**config.mk**
```make
export PLATFORM = sky130hd
export DESIGN_NAME = sprite_palette_arbiter
export DESIGN_NICKNAME = d
export VERILOG_FILES = /design/src/rtl/sprite_palette_pkg.sv /design/src/rtl/sprite_palette_arbiter_rr.sv /design/src/rtl/sprite_palette_arbiter.sv
export SDC_FILE = /design/constraint.sdc
export NUM_CORES = 1
export LEC_CHECK = 0
export CAP_MARGIN = 5
export CORE_ASPECT_RATIO = 0.8
export CORE_MARGIN = 2
export CORE_UTILIZATION = 55
export CTS_CLUSTER_SIZE = 25
export DETAILED_ROUTE_END_ITERATION = 8
export DONT_BUFFER_PORTS = 1
export PLACE_DENSITY = 0.75
export SYNTH_ARGS = -nofsm -noshare
export SYNTH_HDL_FRONTEND = slang
export SYNTH_SLANG_ARGS = --single-unit
```
**constraint.sdc**
```tcl
create_clock -name Clk -period 3.45 [get_ports Clk]
set_input_delay 0.1725 -clock Clk [delete_from_list [all_inputs] [get_ports Clk]]
set_output_delay 0.1725 -clock Clk [all_outputs]
set_load 0.005 [all_outputs]
```
**src/rtl/sprite_palette_pkg.sv**
```systemverilog
// -----------------------------------------------------------------------------
// sprite_palette_pkg
// Purpose : Shared types and constants for the sprite palette arbiter slice.
//           Holds the 12-bit RGB colour type, the transparency key and the
//           default palette applied to every sprite sheet.
// Contents: rgb12_t         {r,g,b} 4 bits each
//           KEY_INDEX       colour index treated as transparent
//           KEY_RGB         chroma key colour stored at KEY_INDEX
//           DEFAULT_PALETTE 16-entry default table
//           default_rgb()   default colour for any index
// -----------------------------------------------------------------------------
package sprite_palette_pkg;

    typedef struct packed {
        logic [3:0] r;
        logic [3:0] g;
        logic [3:0] b;
    } rgb12_t;

    localparam int     KEY_INDEX = 0;
    localparam rgb12_t KEY_RGB   = 12'h6DF;

    // Entry 0 is the chroma key, entry 5 is black, everything else is white.
    localparam rgb12_t DEFAULT_PALETTE [0:15] = '{
        12'h6DF, 12'hFFF, 12'hFFF, 12'hFFF,
        12'hFFF, 12'h000, 12'hFFF, 12'hFFF,
        12'hFFF, 12'hFFF, 12'hFFF, 12'hFFF,
        12'hFFF, 12'hFFF, 12'hFFF, 12'hFFF
    };

    // Indices beyond the 16-entry table (only possible with a wider IDX_W)
    // fall back to white so the lookup is always defined.
    function automatic rgb12_t default_rgb(input int unsigned idx);
        if (idx < 16)
            return DEFAULT_PALETTE[idx[3:0]];
        else
            return 12'hFFF;
    endfunction

endpackage

```
**src/rtl/sprite_palette_arbiter_rr.sv**
```systemverilog
// -----------------------------------------------------------------------------
// rr_arbiter
// Purpose : Combinational round-robin arbiter. Picks the first asserted request
//           at or after the pointer, wrapping around, when enabled.
// Ports   : i_req          per-requester request
//           i_enable       grant allowed this cycle
//           i_pointer      highest-priority requester this cycle
//           o_grant        one-hot grant (all zero when nothing granted)
//           o_grant_id     index of the granted requester (0 when none)
//           o_grant_valid  a grant was issued
// -----------------------------------------------------------------------------
module rr_arbiter #(
    parameter int NUM_REQ = 4,
    parameter int REQ_W   = $clog2(NUM_REQ)
) (
    input  logic [NUM_REQ-1:0] i_req,
    input  logic               i_enable,
    input  logic [REQ_W-1:0]   i_pointer,
    output logic [NUM_REQ-1:0] o_grant,
    output logic [REQ_W-1:0]   o_grant_id,
    output logic               o_grant_valid
);

    logic [REQ_W-1:0] w_cand;

    // Scan candidates in priority order starting at the pointer; the first
    // requester found wins and later candidates are ignored.
    always_comb begin
        o_grant       = '0;
        o_grant_id    = '0;
        o_grant_valid = 1'b0;
        w_cand        = '0;
        if (i_enable) begin
            for (int k = 0; k < NUM_REQ; k++) begin
                w_cand = REQ_W'((int'(i_pointer) + k) % NUM_REQ);
                if (!o_grant_valid && i_req[w_cand]) begin
                    o_grant[w_cand] = 1'b1;
                    o_grant_id      = w_cand;
                    o_grant_valid   = 1'b1;
                end
            end
        end
    end

endmodule

```
**src/rtl/sprite_palette_arbiter.sv**
```systemverilog
// -----------------------------------------------------------------------------
// sprite_palette_arbiter
// Purpose : Shares one index->RGB sprite palette store among NUM_REQ pixel
//           requesters. One round-robin lookup per cycle lands in a single
//           registered response stage with backpressure. Index KEY_INDEX is
//           flagged as transparent.
// Config  : PALETTE_WRITE_EN defined   -> write port, palettes are registers
//           PALETTE_WRITE_EN undefined -> palettes are constant default ROM
// Ports   : Clk, Reset_n (async active-low)
//           req_valid/req_index/req_pal  packed per-requester lookup requests
//           req_ready                    one-hot grant
//           rsp_valid/rsp_ready          response handshake
//           rsp_id                       owner of the response
//           rsp_red/green/blue           looked-up colour
//           rsp_transparent              index was the key index
//           wr_en/wr_pal/wr_index/wr_rgb palette write (PALETTE_WRITE_EN only)
// -----------------------------------------------------------------------------
module sprite_palette_arbiter
    import sprite_palette_pkg::*;
#(
    parameter int NUM_REQ = 4,
    parameter int NUM_PAL = 4,
    parameter int IDX_W   = 4,
    parameter int REQ_W   = $clog2(NUM_REQ),
    parameter int PAL_W   = $clog2(NUM_PAL)
) (
    input  logic                     Clk,
    input  logic                     Reset_n,
    input  logic [NUM_REQ-1:0]       req_valid,
    input  logic [NUM_REQ*IDX_W-1:0] req_index,
    input  logic [NUM_REQ*PAL_W-1:0] req_pal,
    output logic [NUM_REQ-1:0]       req_ready,
    output logic                     rsp_valid,
    input  logic                     rsp_ready,
    output logic [REQ_W-1:0]         rsp_id,
    output logic [3:0]               rsp_red,
    output logic [3:0]               rsp_green,
    output logic [3:0]               rsp_blue,
    output logic                     rsp_transparent
`ifdef PALETTE_WRITE_EN
    ,
    input  logic                     wr_en,
    input  logic [PAL_W-1:0]         wr_pal,
    input  logic [IDX_W-1:0]         wr_index,
    input  logic [11:0]              wr_rgb
`endif
);

    // One bit wider than a palette select so NUM_PAL itself is representable.
    localparam logic [PAL_W:0] PAL_LIM = (PAL_W+1)'(NUM_PAL);

    logic             r_rsp_valid;
    logic [REQ_W-1:0] r_rsp_id;
    rgb12_t           r_rsp_rgb;
    logic             r_rsp_transp;
    logic [REQ_W-1:0] r_ptr;

    logic             w_can_load;
    logic [NUM_REQ-1:0] w_grant;
    logic [REQ_W-1:0] w_grant_id;
    logic             w_grant_valid;
    logic [IDX_W-1:0] w_sel_index;
    logic [PAL_W-1:0] w_sel_pal;
    logic             w_pal_ok;
    rgb12_t           w_lookup;
    logic             w_key_hit;
    logic [REQ_W-1:0] w_ptr_next;

    assign w_can_load = !r_rsp_valid || rsp_ready;

    rr_arbiter #(
        .NUM_REQ (NUM_REQ),
        .REQ_W   (REQ_W)
    ) u_arb (
        .i_req         (req_valid),
        .i_enable      (w_can_load),
        .i_pointer     (r_ptr),
        .o_grant       (w_grant),
        .o_grant_id    (w_grant_id),
        .o_grant_valid (w_grant_valid)
    );

    assign req_ready = w_grant;

    // The grant is one-hot, so OR-ing the gated fields selects the winner.
    always_comb begin
        w_sel_index = '0;
        w_sel_pal   = '0;
        for (int r = 0; r < NUM_REQ; r++) begin
            if (w_grant[r]) begin
                w_sel_index |= req_index[r*IDX_W +: IDX_W];
                w_sel_pal   |= req_pal[r*PAL_W +: PAL_W];
            end
        end
    end

    assign w_pal_ok  = {1'b0, w_sel_pal} < PAL_LIM;
    assign w_key_hit = w_pal_ok && (w_sel_index == IDX_W'(KEY_INDEX));

`ifdef PALETTE_WRITE_EN
    rgb12_t r_palette [NUM_PAL][2**IDX_W];
    logic   w_wr_ok;

    assign w_wr_ok = {1'b0, wr_pal} < PAL_LIM;

    // Writable palettes: reset reloads the defaults. A write lands at the edge,
    // so a grant in the same cycle still reads the old entry.
    always_ff @(posedge Clk or negedge Reset_n) begin
        if (!Reset_n) begin
            for (int p = 0; p < NUM_PAL; p++)
                for (int e = 0; e < 2**IDX_W; e++)
                    r_palette[p][e] <= default_rgb(e);
        end else if (wr_en && w_wr_ok) begin
            r_palette[wr_pal][wr_index] <= wr_rgb;
        end
    end

    assign w_lookup = w_pal_ok ? r_palette[w_sel_pal][w_sel_index] : '0;
`else
    // Every sheet shares the same constant default table.
    assign w_lookup = w_pal_ok ? default_rgb(int'(w_sel_index)) : '0;
`endif

    assign w_ptr_next = (w_grant_id == REQ_W'(NUM_REQ-1)) ? '0 : w_grant_id + 1'b1;

    // Response stage: reloads whenever it is empty or being drained. Data is
    // only replaced on a grant, so a drained stage keeps its last colour.
    always_ff @(posedge Clk or negedge Reset_n) begin
        if (!Reset_n) begin
            r_rsp_valid  <= 1'b0;
            r_rsp_id     <= '0;
            r_rsp_rgb    <= '0;
            r_rsp_transp <= 1'b0;
            r_ptr        <= '0;
        end else if (w_can_load) begin
            r_rsp_valid <= w_grant_valid;
            if (w_grant_valid) begin
                r_rsp_id     <= w_grant_id;
                r_rsp_rgb    <= w_lookup;
                r_rsp_transp <= w_key_hit;
                r_ptr        <= w_ptr_next;
            end
        end
    end

    assign rsp_valid       = r_rsp_valid;
    assign rsp_id          = r_rsp_id;
    assign rsp_red         = r_rsp_rgb.r;
    assign rsp_green       = r_rsp_rgb.g;
    assign rsp_blue        = r_rsp_rgb.b;
    assign rsp_transparent = r_rsp_transp;

endmodule

```
==> results.json <==
{
  "placedInstanceArea_um2": 1050,
  "p_int_uw": 464,
  "rrSetupSlack_ps": 330,
  "core_area_um2": 1910,
  "finalSetupTns_ps": 0,
  "drc_errors": 0,
  "layout-drive-gt1-share_pct": 14.4,
  "detail-route-antenna-nets": 0,
  "status": "completed",
  "row_count": 14,
  "fin_area_um2": 1080,
  "synth_ff_type": "dfrtp_1",
  "io_buffers": 0,
  "synth_seq_area_share_pct": 17.8,
  "max_slew_margin_pct": 46.7,
  "routed_wirelength_mm": 2.61,
  "worst_skew_pair.late_latency_ps": 250,
  "h-tree-depth": 1,
  "cp-start-kind": "register",
  "vias_per_cell": 6.49,
  "ios": 51,
  "hold_viol": 0,
  "area.growth.synth_to_final_pct": -3.56,
  "final_common_cell": "nor2_1",
  "whs_ps": 78.7,
  "yosys_warnings": 0,
  "crit_fanout": 9,
  "r2r_cells": 9,
  "hold_class": "in2reg",
  "pwr_density_cell_nw_per_um2": 881,
  "multi_input_area_um2": 772,
  "path_clk_slew_ps": 50,
  "syn_area_per_cell_um2": 8.32,
  "startpoint": "r_ptr[1]",
  "track_usage_pct": 23.2,
  "cp-end-kind": "register",
  "post_cts_buffers": 0,
  "rsz0062_at_grt": "false",
  "diodes": 0,
  "fill_cells": 184,
  "maxCapViolCount": 0,
  "clock_path_buffers": 2,
  "p_sw_share_pct": 51.3,
  "seq_power_share_pct": 17.7,
  "cp_slowest_cell": "mux4_2",
  "postLayoutCoreUtil_pct": 56.7,
  "start_util_pct": 58.8,
  "wire_per_inst_um": 17.5,
  "async_flop_share_pct": 100,
  "cts_inserted_buffers": 3,
  "combinationalPowerShare_pct": 74.9,
  "rr_startpoint": "r_ptr[1]",
  "die_w_um": 54.5,
  "p_switching_uw": 490,
  "cp.arrival_ps": 3250,
  "regArea_um2": 200,
  "grt_pass1_wl_mm": 4.05,
  "synth_cell_types": 43,
  "dp.cells": 145,
  "grt_pass1_vias": 877,
  "r2r-end": "rsp_red[2]",
  "dp_hpwl_mm": 2.00,
  "clock-sinks": 8,
  "crit_type": "reg2reg",
  "fmax_mhz": 321,
  "fin_crit_sh_pct": 90.3,
  "die-area_um2": 2420,
  "final_cells": 149,
  "fp.dieH_um": 44.4,
  "dr.pass1.iters": 4,
  "synth_edf_count": 0,
  "gp_congestion": 0.875,
  "p_leak_uw": 0.000442,
  "p_clk_share_pct": 7.4,
  "antenna_found_initial": 0,
  "initialDrtViolationCount": 29,
  "period_minus_slack_ps": 3120,
  "netlist_area_um2": 1120,
  "crit_path_max_incr_delay_ps": 670,
  "crit_chain": "inv_1, ha_1, mux4_2, a21o_1, o22ai_2, o22ai_1, o21ai_0, o2111ai_1, o32a_1",
  "setup_viol": 0,
  "fin_nets": 165,
  "cts_tree": "yes",
  "ys_ff_latch": 8,
  "required_ps": 3580,
  "skew_ps": 3.61,
  "tightestPinTransition_ps": 798,
  "peakVddDrop_uv": 529,
  "drv_slew": 0,
  "syn_nets": 173,
  "layout_common_cells": "nor2_1, o21ai_0, inv_1, nand2_1, a21oi_1",
  "grt_max_degree": 19,
  "critPathCapture": "rsp_red[2]",
  "synthCells": 135,
  "cts-root-buf": "clkbuf_4",
  "via_count": 967,
  "overflow": 0
}
[cells by family after synthesis]
| logic type | after synthesis | synth area share (%) |
|---|---|---|
| compound gates | 49 | 32.6 |
| xor+xnor | 2 | 1.56 |
| buf+inv | 25 | 13.5 |
| simple gates | 37 | 16.8 |
| fa+ha+maj | 7 | 7.79 |
| mux | 7 | 9.91 |
| flops | 8 | 17.8 |
[repair_timing]
item,CTS,global route
endpoints found under the setup margin,0,0
hold buffers,1,0
resized for setup,0,0
hold endpoints to repair,8,0
[stage by stage]
stage	power (uW)	setup WS, ps
after floorplan	785	293
after global placement	834	503
after detailed placement	863	413
after CTS	941	391
after global routing	1030	206
final	954	335
[cells in the mapped netlist (2+ instances only)]
cell type	count	area share (%)
ha_1	7	7.8
nor3_1	2	0.89
nor2_1	12	4.0
buf_4	10	6.7
o22ai_1	2	1.1
xor2_1	2	1.6
o21ai_0	11	4.9
mux4_2	3	6.0
nand2_1	9	3.0
buf_6	2	2.0
a21o_1	4	2.7
inv_1	9	3.0
a211oi_1	2	1.3
nor3b_1	5	3.3
a21oi_1	9	4.0
dfrtp_1	8	18
o22ai_2	2	2.2
mux2_2	2	2.0
o21bai_1	2	1.3
o2111ai_1	3	2.3
a21oi_2	2	1.6
buf_2	3	1.3
o21ai_1	2	0.89
nor2b_1	3	1.7
[power by group through the flow]
stage	Sequential [uW]	Combinational, uW	Clock [uW]
global placement	171	663	0
global route	177	773	77.3
CTS	170	698	72.2
finish	169	715	70.3
detailed placement	172	691	0
floorplan	171	614	0
[critical path: cells and delay by family (launching register included)]
| kind | cells | cell delay, ps |
|---|---|---|
| mux | 1 | 670 |
| fa+ha+maj | 1 | 460 |
| flops | 1 | 340 |
| compound gates | 6 | 1440 |
| buf+inv | 1 | 90 |
[per-layer routing]
metal	up-vias	global-route usage, %	part of all wire (%)	routed length (um)
met5	-	0	0	0
met4	0	5.00	1.0	27
met3	5	6.76	7.9	207
met2	46	35.7	45	1180
met1	446	32.4	46	1200
li1	470	-	-	-
[flip-flops by register name, indices dropped and copies added, names as in the netlist]
signal / flops
r_ptr: 2
rsp_id: 2
rsp_red: 2
rsp_transparent: 1
rsp_valid: 1
[how the worst min path moves through the flow]
stage / from / end / cells past startpoint
6_report: req_valid[3] / rsp_valid / 2
3_5_place_dp: Reset_n / rsp_valid / 0
2_1_floorplan: Reset_n / r_ptr[0] / 0
3_3_place_gp: Reset_n / rsp_valid / 0
5_1_grt: req_valid[3] / rsp_valid / 2
4_1_cts: req_valid[3] / rsp_valid / 2
[layout make-up]
| class | instances | area share (%) |
|---|---|---|
| multi-input cells | 102 | 71.2 |
| flip-flops and latches | 8 | 18.5 |
| inverters | 9 | 3.12 |
| well taps | 24 | 2.77 |
| repair buffers | 3 | 2.31 |
| clock buffers | 3 | 2.08 |
No activity file was read; power rests on OpenSTA's default activity.
